## src/rtl/fetch_unit.sv

```systemverilog
// PC register and instruction-fetch sequencer for the 19-bit single-cycle core.
// Walks IDLE -> FETCH -> WAIT -> EXEC, holding the fetched word for the controller.
module fetch_unit #(
  parameter int          XLEN     = 19,
  parameter logic [18:0] RESET_PC = 19'd0,
  parameter int          TIMEOUT  = 15,
  parameter logic [4:0]  HALT_OP  = 5'b11111
) (
  input  logic            clk,
  input  logic            reset,
  output logic            imem_req,
  output logic [XLEN-1:0] imem_addr,
  input  logic [XLEN-1:0] imem_rdata,
  input  logic            imem_valid,
  input  logic            pcsrc,
  input  logic [XLEN-1:0] pc_target,
  input  logic            stall,
  output logic [XLEN-1:0] instr,
  output logic [4:0]      op,
  output logic [4:0]      funct5,
  output logic            f7b5,
  output logic            instr_valid,
  output logic [XLEN-1:0] pc,
  output logic [XLEN-1:0] pc_plus1,
  output logic            halted,
  output logic            fetch_err,
  output logic [31:0]     instret
);

  typedef enum logic [2:0] {
    IDLE,
    FETCH,
    WAIT,
    EXEC,
    HALT
  } state_t;

  localparam logic [7:0] WAIT_LAST = 8'(TIMEOUT - 1);

  state_t     state;
  logic [7:0] waitCount;

  assign imem_addr = pc;
  assign pc_plus1  = pc + XLEN'(1);
  assign op        = instr[4:0];
  assign funct5    = instr[13:9];
  assign f7b5      = instr[XLEN-1];

  // imem_req and instr_valid are registered alongside the state they belong to,
  // so each branch sets them for the state being entered.
  always_ff @(posedge clk or posedge reset) begin
    if (reset) begin
      state       <= IDLE;
      pc          <= XLEN'(RESET_PC);
      instr       <= '0;
      instret     <= '0;
      waitCount   <= '0;
      imem_req    <= 1'b0;
      instr_valid <= 1'b0;
      halted      <= 1'b0;
      fetch_err   <= 1'b0;
    end else begin
      imem_req    <= 1'b0;
      instr_valid <= 1'b0;
      case (state)
        IDLE: begin
          state    <= FETCH;
          imem_req <= 1'b1;
        end
        FETCH: begin
          state     <= WAIT;
          waitCount <= '0;
        end
        WAIT: begin
          if (imem_valid) begin
            instr       <= imem_rdata;
            waitCount   <= '0;
            state       <= EXEC;
            instr_valid <= 1'b1;
          end else if (waitCount == WAIT_LAST) begin
            fetch_err <= 1'b1;
            halted    <= 1'b1;
            waitCount <= '0;
            state     <= HALT;
          end else begin
            waitCount <= waitCount + 8'd1;
          end
        end
        EXEC: begin
          if (stall) begin
            instr_valid <= 1'b1;
          end else begin
            pc      <= pcsrc ? pc_target : pc_plus1;
            instret <= instret + 32'd1;
            // The halt instruction still retires and still moves the PC.
            if (op == HALT_OP) begin
              halted <= 1'b1;
              state  <= HALT;
            end else begin
              state    <= FETCH;
              imem_req <= 1'b1;
            end
          end
        end
        HALT: begin
          state <= HALT;
        end
        default: begin
          state <= IDLE;
        end
      endcase
    end
  end

endmodule

```

## config.mk

```make
export PLATFORM = sky130hd
export DESIGN_NAME = fetch_unit
export DESIGN_NICKNAME = d
export VERILOG_FILES = /design/src/rtl/fetch_unit.sv
export SDC_FILE = /design/constraint.sdc
export NUM_CORES = 1
export LEC_CHECK = 0
export ABC_CLOCK_PERIOD_IN_PS = 2240
export BUFFER_PORTS_ARGS = -buffer_cell sky130_fd_sc_hd__buf_2
export CAP_MARGIN = 20
export CORE_MARGIN = 2
export CORE_UTILIZATION = 45
export CTS_CLUSTER_SIZE = 24
export DETAILED_ROUTE_END_ITERATION = 16
export PLACE_DENSITY = 0.87
export SYNTH_ARGS = -nofsm -noshare
export SYNTH_HDL_FRONTEND = slang
export SYNTH_SLANG_ARGS = --single-unit
```

## constraint.sdc

```tcl
create_clock -name clk -period 2.24 [get_ports clk]
set_input_delay 0.224 -clock clk [delete_from_list [all_inputs] [get_ports clk]]
set_output_delay 0.224 -clock clk [all_outputs]
set_load 0.005 [all_outputs]
```

# Word level (Yosys, flattened, before mapping)
# Cells that the tools add are included.
# W data, S select, Z words.
totals:
  reg_bits: 85
  inputBits: 43
op_classes:
  add_sub_neg: 3
  eq_ne: 11
  muxes: 20
  n_bitwise: 2
  n_reduce_logical: 8
ops:
  columns: ["operator", "n"]
  rows:
  - ["$add A32 B1 Y32 const B", 1]
  - ["$add A19 B1 Y19 const B", 1]
  - ["$mux W19", 1]
  - ["$mux W8", 2]
  - ["$pmux W8 S2", 1]
  - ["$pmux W3 S5", 1]
  - ["$mux W3", 4]
  - ["$add A8 B1 Y8 const B", 1]
  - ["$eq A8 B4 Y1 const B", 1]
  - ["$mux W1", 8]
  - ["$ne A2 B2 Y1 const B", 4]
  - ["$eq A3 B2 Y1 const B", 2]
  - ["$pmux W1 S2", 3]
  - ["$reduce_and A2 Y1", 3]
  - ["$eq A5 B5 Y1 const B", 1]
  - ["$reduce_and A5 Y1", 1]
  - ["$reduce_bool A2 Y1", 2]
  - ["$eq A3 B1 Y1 const B", 1]
  - ["$eq A3 B3 Y1 const B", 1]
  - ["$logic_not A3 Y1", 1]
  - ["$ne A3 B3 Y1 const B", 1]
  - ["$reduce_and A3 Y1", 1]
  - ["$not A1 Y1", 2]

# Depth between registers and ports, before layout
# Gate-level depths: netlist of the first run.
logic_depth:
  word_depth: 4
  mapped_depth: 7

# Least setup slack after synthesis of the first run
# OpenSTA, ideal clock, no wires.
synth_timing:
  path_type: "register to register"
  startpoint: "register pc[0], in the netlist imem_addr[0]"
  endpoint: "register pc[12], in the netlist imem_addr[12]"
  setup_ps: 121
  t_arrival_ps: 1599
  path_slack_ps: 520
  path_stages_with_launch: 7
  n_path_buf: 1
  period_less_slack_ps: 1720
  path_cell_list: "dfrtp_1 -> ha_1 -> and4_1 -> buf_2 -> and4_1 -> o21a_1 -> o22a_1"
synth_via:
  elab_chain_cells: 2
synth_rtl:
  columns: ["item", "line_no", "rtl"]
  rows:
  - ["start: declaration", "23", "output logic [XLEN-1:0] pc,"]
  - ["start signal: assignment", "54", "pc <= XLEN'(RESET_PC);"]
  - ["start signal: assignment", "93", "pc <= pcsrc ? pc_target : pc_plus1;"]
  - ["$add A19 B1 Y19", "44", "assign pc_plus1 = pc + XLEN'(1);"]
  - ["$mux W19", "93", null]
# Every way passes these cells.
# A chain may end at the register's enable or synchronous reset.

# Final worst setup path of the first run
layout_timing:
  startpoint: "register pc[7], in the netlist imem_addr[7]"
  endpoint: "output port pc_plus1[15]"
layout_via:
  elab_chain_cells: 1
layout_rtl:
  columns: ["item", "line_no", "rtl"]
  rows:
  - ["$add A19 B1 Y19", "44", null]
  - ["end: declaration", "24", "output logic [XLEN-1:0] pc_plus1,"]
# Every way passes these cells.

==> results.cfg, run 1 <==
[yosys]
synthesis.area_per_instance_um2 = 10.3
postSynth.topFlopCell = sky130_fd_sc_hd__dfrtp_1
synthArstFlopShare = 1.00
synth.ff_latch_count = 85
synth-edff-count = 0
post_synthesis_instance_area_um2 = 4590
synth.distinct_cells = 51
synth_sequential_area_ratio = 0.464
synth.net_count = 493
ys.warnings.count = 0
netlist_instances = 446

[sta]
fmaxAchievable_mhz = 480
setup_tns_ns = 0
tightestPinTransition_ns = 0.724
final.setup_skew_ns = 0.0162
post-route-min-period_ns = 2.08
rsz0062_at_grt = false
final-max-slew-violation-count = 0
number_of_endpoints_with_negative_hold_slack_in_the_final_report = 0
final_worst_path_period_share = 0.930
max-slew-margin-rel = 0.517
finalSetupViolations = 0

[cells_and_area]
final_non_filler_cells = 723
combined_area_of_the_multi_input_logic_cells_um2 = 2120
postLayoutCellArea_um2 = 5640
areaGrowthSynthToFinish_pct = 22.9
n_antenna_cell = 0
design.final.nets = 632
layout.cells.most_common_list = sky130_fd_sc_hd__buf_2 (165), sky130_fd_sc_hd__dfrtp_1 (80), sky130_fd_sc_hd__xnor2_1 (40)
final.fill_count = 885
ff_latch_area_um2 = 2130
commonest_non_fill_non_tap_cell_in_the_layout = sky130_fd_sc_hd__buf_2
proportion_of_layout_cells_with_a_drive_suffix_above_1 = 0.395

[die]
die_w_um = 105
core_region_area_um2 = 9820
floorplan.io_pins = 166
placement_rows = 36
floorplan.initialDensity = 0.467
die_area_um2 = 11000
die-height_um = 105

[global_route]
vias_in_the_first_global_route = 3809
track_usage = 0.208
antenna_found_initial = 0
grt_first_pass_wirelength_mm = 18.7
grt_overflow_total = 0
grt_max_degree = 45

[power]
total_leakage_power_nw = 2.75
peakVddDrop_mv = 0.570
finalPower_w = 0.00621
powerDensity_nw_per_um2 = 1100

[setup_path]
critical_path.top_delay_family = simple AND/OR/NAND/NOR gates
critical-path-slowest-cell = sky130_fd_sc_hd__dfrtp_1
path_cells = and4_2 -> and3_1 -> nand2_1 -> xnor2_1 -> buf_2
worst_ep_arrival_time_ns = 1.86
path_depth = 5
critPathMaxStageDelay_ns = 0.47
path_max_fanout = 8
worstSetupStartpointType = flip-flop
cp.buffers_inverters = 1
reg2reg_depth = 6
crit_path_end_kind = primary output
criticalPathCategory = reg2out
worst-endpoint-required_ns = 2.02

[clocking]
cts.sinks = 85
clk_root_buffer_cell = sky130_fd_sc_hd__clkbuf_8
tritoncts = done
cts-root-to-sink-buffers = 2
clock_latency_ns = 0.35
numCtsBuffers = 9
clock_tree.htree_level_count = 3
clkSlewWorstSetupHoldPaths_ns = 0.10

[route]
detailed_route_wire_length_mm = 11.3
post_drt_via_cell_ratio = 5.42
route.vias.total = 3917
ant_nets_after_route = 0
drc_errors = 0
firstDrtPassIters = 4
drt_first_iter_violations = 172
wl_per_cell_um = 15.7

[run_status]
run_status = completed

[placement]
place.detailed.instances = 702
place.detailed.hpwl_mm = 8.15
port_buffers = 165
gp_routability_congestion = 0.890
post_dp_cell_area_um2 = 5350

[run]
count_of_max_cap_constraint_violations = 0

[min_path]
hold_path.class = in2reg
hold_depth = 2
==> worst paths after layout <==
check / startpoint / endpoint / slack (ns)
hold / removal: imem_rdata[0] / instr[0] / 0.09
hold reg to reg: fetch_err / fetch_err / 0.47
min in group asynchronous: reset / instr[7] / 0.32
setup / recovery: imem_addr[7] / pc_plus1[15] / 0.16
max in group asynchronous: reset / imem_addr[6] / 1.20
setup reg to reg: waitCount[0] / waitCount[7] / 0.36
==> stage by stage <==
step	hold slack (ns)	setup WS, ns	util
final	0.0941	0.156	0.574
after global routing	0.0798	0.0244	0.574
after CTS	0.0750	0.0246	0.570
after detailed placement	0.144	0.221	0.544
after global placement	0.135	0.284	0.544
after floorplan	0.366	0.520	-
==> state kept, by name, indices dropped and copies added (netlist names) <==
register	count
imem_req	1
instr_valid	1
state	3
instret	32
imem_addr	19
waitCount	8
halted	1
instr	19
fetch_err	1
==> cell usage after synthesis, drive strengths merged, types with 4 or more instances <==
cell     number  area share
ha            4       0.011
nand3        23       0.025
dfrtp        85        0.46
clkbuf        9      0.0074
a2bb2oi       7       0.013
buf          43       0.065
o22ai         6      0.0082
nor4          6       0.015
mux2         19       0.047
nand2        30       0.025
o21ai        20       0.022
nor3          7      0.0076
nor2         20       0.018
and2          4      0.0055
nand4        18       0.026
a22oi         4      0.0065
a31oi         5      0.0068
and3         12       0.016
inv           9      0.0074
a21oi        17       0.019
xor2         12       0.023
and4         10       0.019
xnor2        41       0.080
==> worst register-to-register path, stage by stage (launching register included) <==
cell                      delay (ns)
sky130_fd_sc_hd__dfrtp_1        0.42
sky130_fd_sc_hd__inv_1          0.08
sky130_fd_sc_hd__ha_1           0.14
sky130_fd_sc_hd__nor3b_1        0.34
sky130_fd_sc_hd__a21oi_1        0.11
sky130_fd_sc_hd__o21ai_0        0.48
sky130_fd_sc_hd__a22oi_1        0.18
==> cell type report <==
type | count | area share
clock buffer | 9 | 0.0220
timing repair buffer | 180 | 0.169
inverter | 9 | 0.00666
tap | 133 | 0.0295
multi-input combinational | 300 | 0.376
sequential | 85 | 0.378
clock inverter | 7 | 0.0182
==> what timing repair did <==
action / 4_1_cts / 5_1_grt
resized for setup: 3 / 8
endpoints found under the hold margin: 20 / 0
hold buffers: 1 / 0
setup buffers: 2 / 2
pin swaps: 1 / 0
endpoints found under the setup margin: 7 / 7
==> power breakdown <==
part	leakage [nW]	internal, W	switching (W)
Combinational	1.55	0.00126	0.00119
Sequential	1.08	0.00197	0.000527
Clock	0.117	0.000647	0.000606
==> cell families after synthesis <==
logic type / count (synthesis) / share of synthesized area
buffers and inverters: 61 / 0.0794
AND/OR/NAND/NOR: 148 / 0.190
AO/OA/AOI/OAI: 73 / 0.101
flip-flops: 85 / 0.464
multiplexers: 22 / 0.0532
XOR/XNOR: 53 / 0.103
adder cells (fa/ha/maj): 4 / 0.0109
==> per-layer routing <==
layer,up-vias,GRT usage,routed length (µm)
li1,1839,-,-
met1,1912,0.261,4890
met2,162,0.360,5640
met3,4,0.0487,738
met4,0,0.0571,60
met5,-,0,0
Note: power is estimated with default switching activity, not from simulation.
==> run 2: changes to the inputs <==
- MAX_ROUTING_LAYER: not set -> met4
- RECOVER_POWER: not set -> 50
==> run 2 against run 1 <==
Effect of this change:
- combinational power fell by 2%
- total power fell by 0.71%
- first-iteration DRC count rose by 3.5%
- clock power barely moved
- critical endpoint unchanged
- largest cell class unchanged
==> results.cfg, run 2 (synthesis results as in run 1) <==
[cells_and_area]
register_with_the_most_flip_flops = instret
design.final.nets = 632
final.fill_count = 896
layout.core_utilization = 0.568
number_of_flip_flops_under_the_largest_register_name = 32
commonest_non_fill_non_tap_cell_in_the_layout = sky130_fd_sc_hd__buf_2
proportion_of_layout_cells_with_a_drive_suffix_above_1 = 0.347
n_antenna_cell = 0
areaGrowthSynthToFinish_pct = 21.6
combined_area_of_the_multi_input_logic_cells_um2 = 2120
final_non_filler_cells = 723
ff_latch_area_um2 = 2130
layout.cells.most_common_list = sky130_fd_sc_hd__buf_2 (138), sky130_fd_sc_hd__dfrtp_1 (80), sky130_fd_sc_hd__xnor2_1 (40)

[route]
ant_nets_after_route = 0
met3_routed_length_um = 684
firstDrtPassIters = 4
drc_errors = 0
drt_first_iter_violations = 178
post_drt_via_cell_ratio = 5.46
detailed_route_wire_length_mm = 11.3
wl_per_cell_um = 15.7
highest_layer = met4
wirelength_met1_mm = 4.88
dr_wl_met2_mm = 5.64
route.vias.total = 3951

[sta]
max-slew-margin-rel = 0.285
final_worst_path_period_share = 0.929
fmaxAchievable_mhz = 481
post-route-min-period_ns = 2.08
final.setup_skew_ns = 0.0178
finalSetupViolations = 0
setup_tns_ns = 0
final-max-slew-violation-count = 0
rsz0062_at_grt = false
number_of_endpoints_with_negative_hold_slack_in_the_final_report = 0
tightestPinTransition_ns = 1.07

[global_route]
antenna_found_initial = 0
grt_first_pass_wirelength_mm = 18.6
grt_max_degree = 45
track_usage = 0.214
vias_in_the_first_global_route = 3810
grt_overflow_total = 0

[power]
power_frac_comb = 0.391
power.internal_w = 0.00384
power.sequential.fraction = 0.405
total_leakage_power_nw = 2.64
switching_share = 0.378
switchingPower_w = 0.00233
power_frac_clock = 0.204
peakVddDrop_mv = 0.573
powerDensity_nw_per_um2 = 1110

[run_status]
run_status = completed

[die]
floorplan.io_pins = 166
core_region_area_um2 = 9820
die-height_um = 105
die_area_um2 = 11000
die_w_um = 105
placement_rows = 36
floorplan.initialDensity = 0.467

[clocking]
numCtsBuffers = 9
cts-root-to-sink-buffers = 2
clock_latency_ns = 0.36
cts.sinks = 85
clock_tree.htree_level_count = 3
clk_root_buffer_cell = sky130_fd_sc_hd__clkbuf_8
tritoncts = done
clkSlewWorstSetupHoldPaths_ns = 0.10

[setup_path]
crit_path_end_kind = primary output
path_max_fanout = 8
worst-endpoint-required_ns = 2.02
criticalPathCategory = reg2out
worstSetupStartpointType = flip-flop
worst_ep_arrival_time_ns = 1.86

[placement]
place.detailed.instances = 702
place.detailed.hpwl_mm = 8.15
port_buffers = 165
gp_routability_congestion = 0.905

[min_path]
hold_path.class = in2reg

[run]
count_of_max_cap_constraint_violations = 0
[run 2: cell types whose count changed in the layout (fill, tap and decap cells not counted), sizes merged]
cell / change
buf: -29
clkbuf: +29
[run 2: layout make-up]
class,count,share of cell area
Clock buffer,9,0.0222
Inverter,9,0.00628
Timing Repair Buffer,180,0.161
Multi-Input combinational cell,300,0.380
Sequential cell,85,0.382
Tap cell,133,0.0298
Clock inverter,7,0.0184
[run 2: layer usage]
metal | up-vias | track usage
li1 | 1841 | -
met1 | 1933 | 0.263
met2 | 168 | 0.360
met3 | 9 | 0.0430
met4 | 0 | 0.0571
met5 | - | -
[run 2: timing repair]
action,4_1_cts,5_1_grt
hold endpoints to repair,20,0
buffers inserted,2,2
endpoints found under the setup margin,7,7
hold buffers,1,0
pin swaps,1,0
gates resized for setup,3,8
[run 2: worst paths after layout]
path                               start           end  slack [ns]  cells past startpoint
max                         imem_addr[7]  pc_plus1[15]        0.16                      5
min                        imem_rdata[0]      instr[0]        0.09                      2
max reg2reg                     state[0]      instr[4]        0.34                      5
min reg2reg                    fetch_err     fetch_err        0.47                      1
max in group asynchronous          reset  imem_addr[2]        0.57                      4
min in group asynchronous          reset      instr[7]        0.31                      3
[run 2: power groups by stage]
| stage | Clock, W | Combinational (W) | Sequential, W |
|---|---|---|---|
| final | 0.00126 | 0.00241 | 0.00250 |
| after global routing | 0.00135 | 0.00267 | 0.00258 |
| after CTS | 0.00129 | 0.00242 | 0.00248 |
| after detailed placement | 0 | 0.00241 | 0.00251 |
| after global placement | 0 | 0.00237 | 0.00246 |
| after floorplan | 0 | 0.00162 | 0.00244 |
[run 2: stage by stage]
stage               setup WS, ns  power [W]  instance area, µm²  hold slack [ns]
global placement           0.284    0.00483                5350            0.135
global route              0.0245    0.00660                5580           0.0800
detailed placement         0.221    0.00492                5350            0.144
CTS                       0.0246    0.00619                5600           0.0750
floorplan                  0.520    0.00407                4590            0.366
finish                     0.160    0.00617                5580           0.0891
[run 2: worst max-delay path: stages (launching register included)]
cell and delay [ns]:
sky130_fd_sc_hd__dfrtp_1 0.46, sky130_fd_sc_hd__and4_2 0.35, sky130_fd_sc_hd__and3_1 0.28, sky130_fd_sc_hd__nand2_1 0.13, sky130_fd_sc_hd__xnor2_1 0.15, sky130_fd_sc_hd__buf_2 0.13
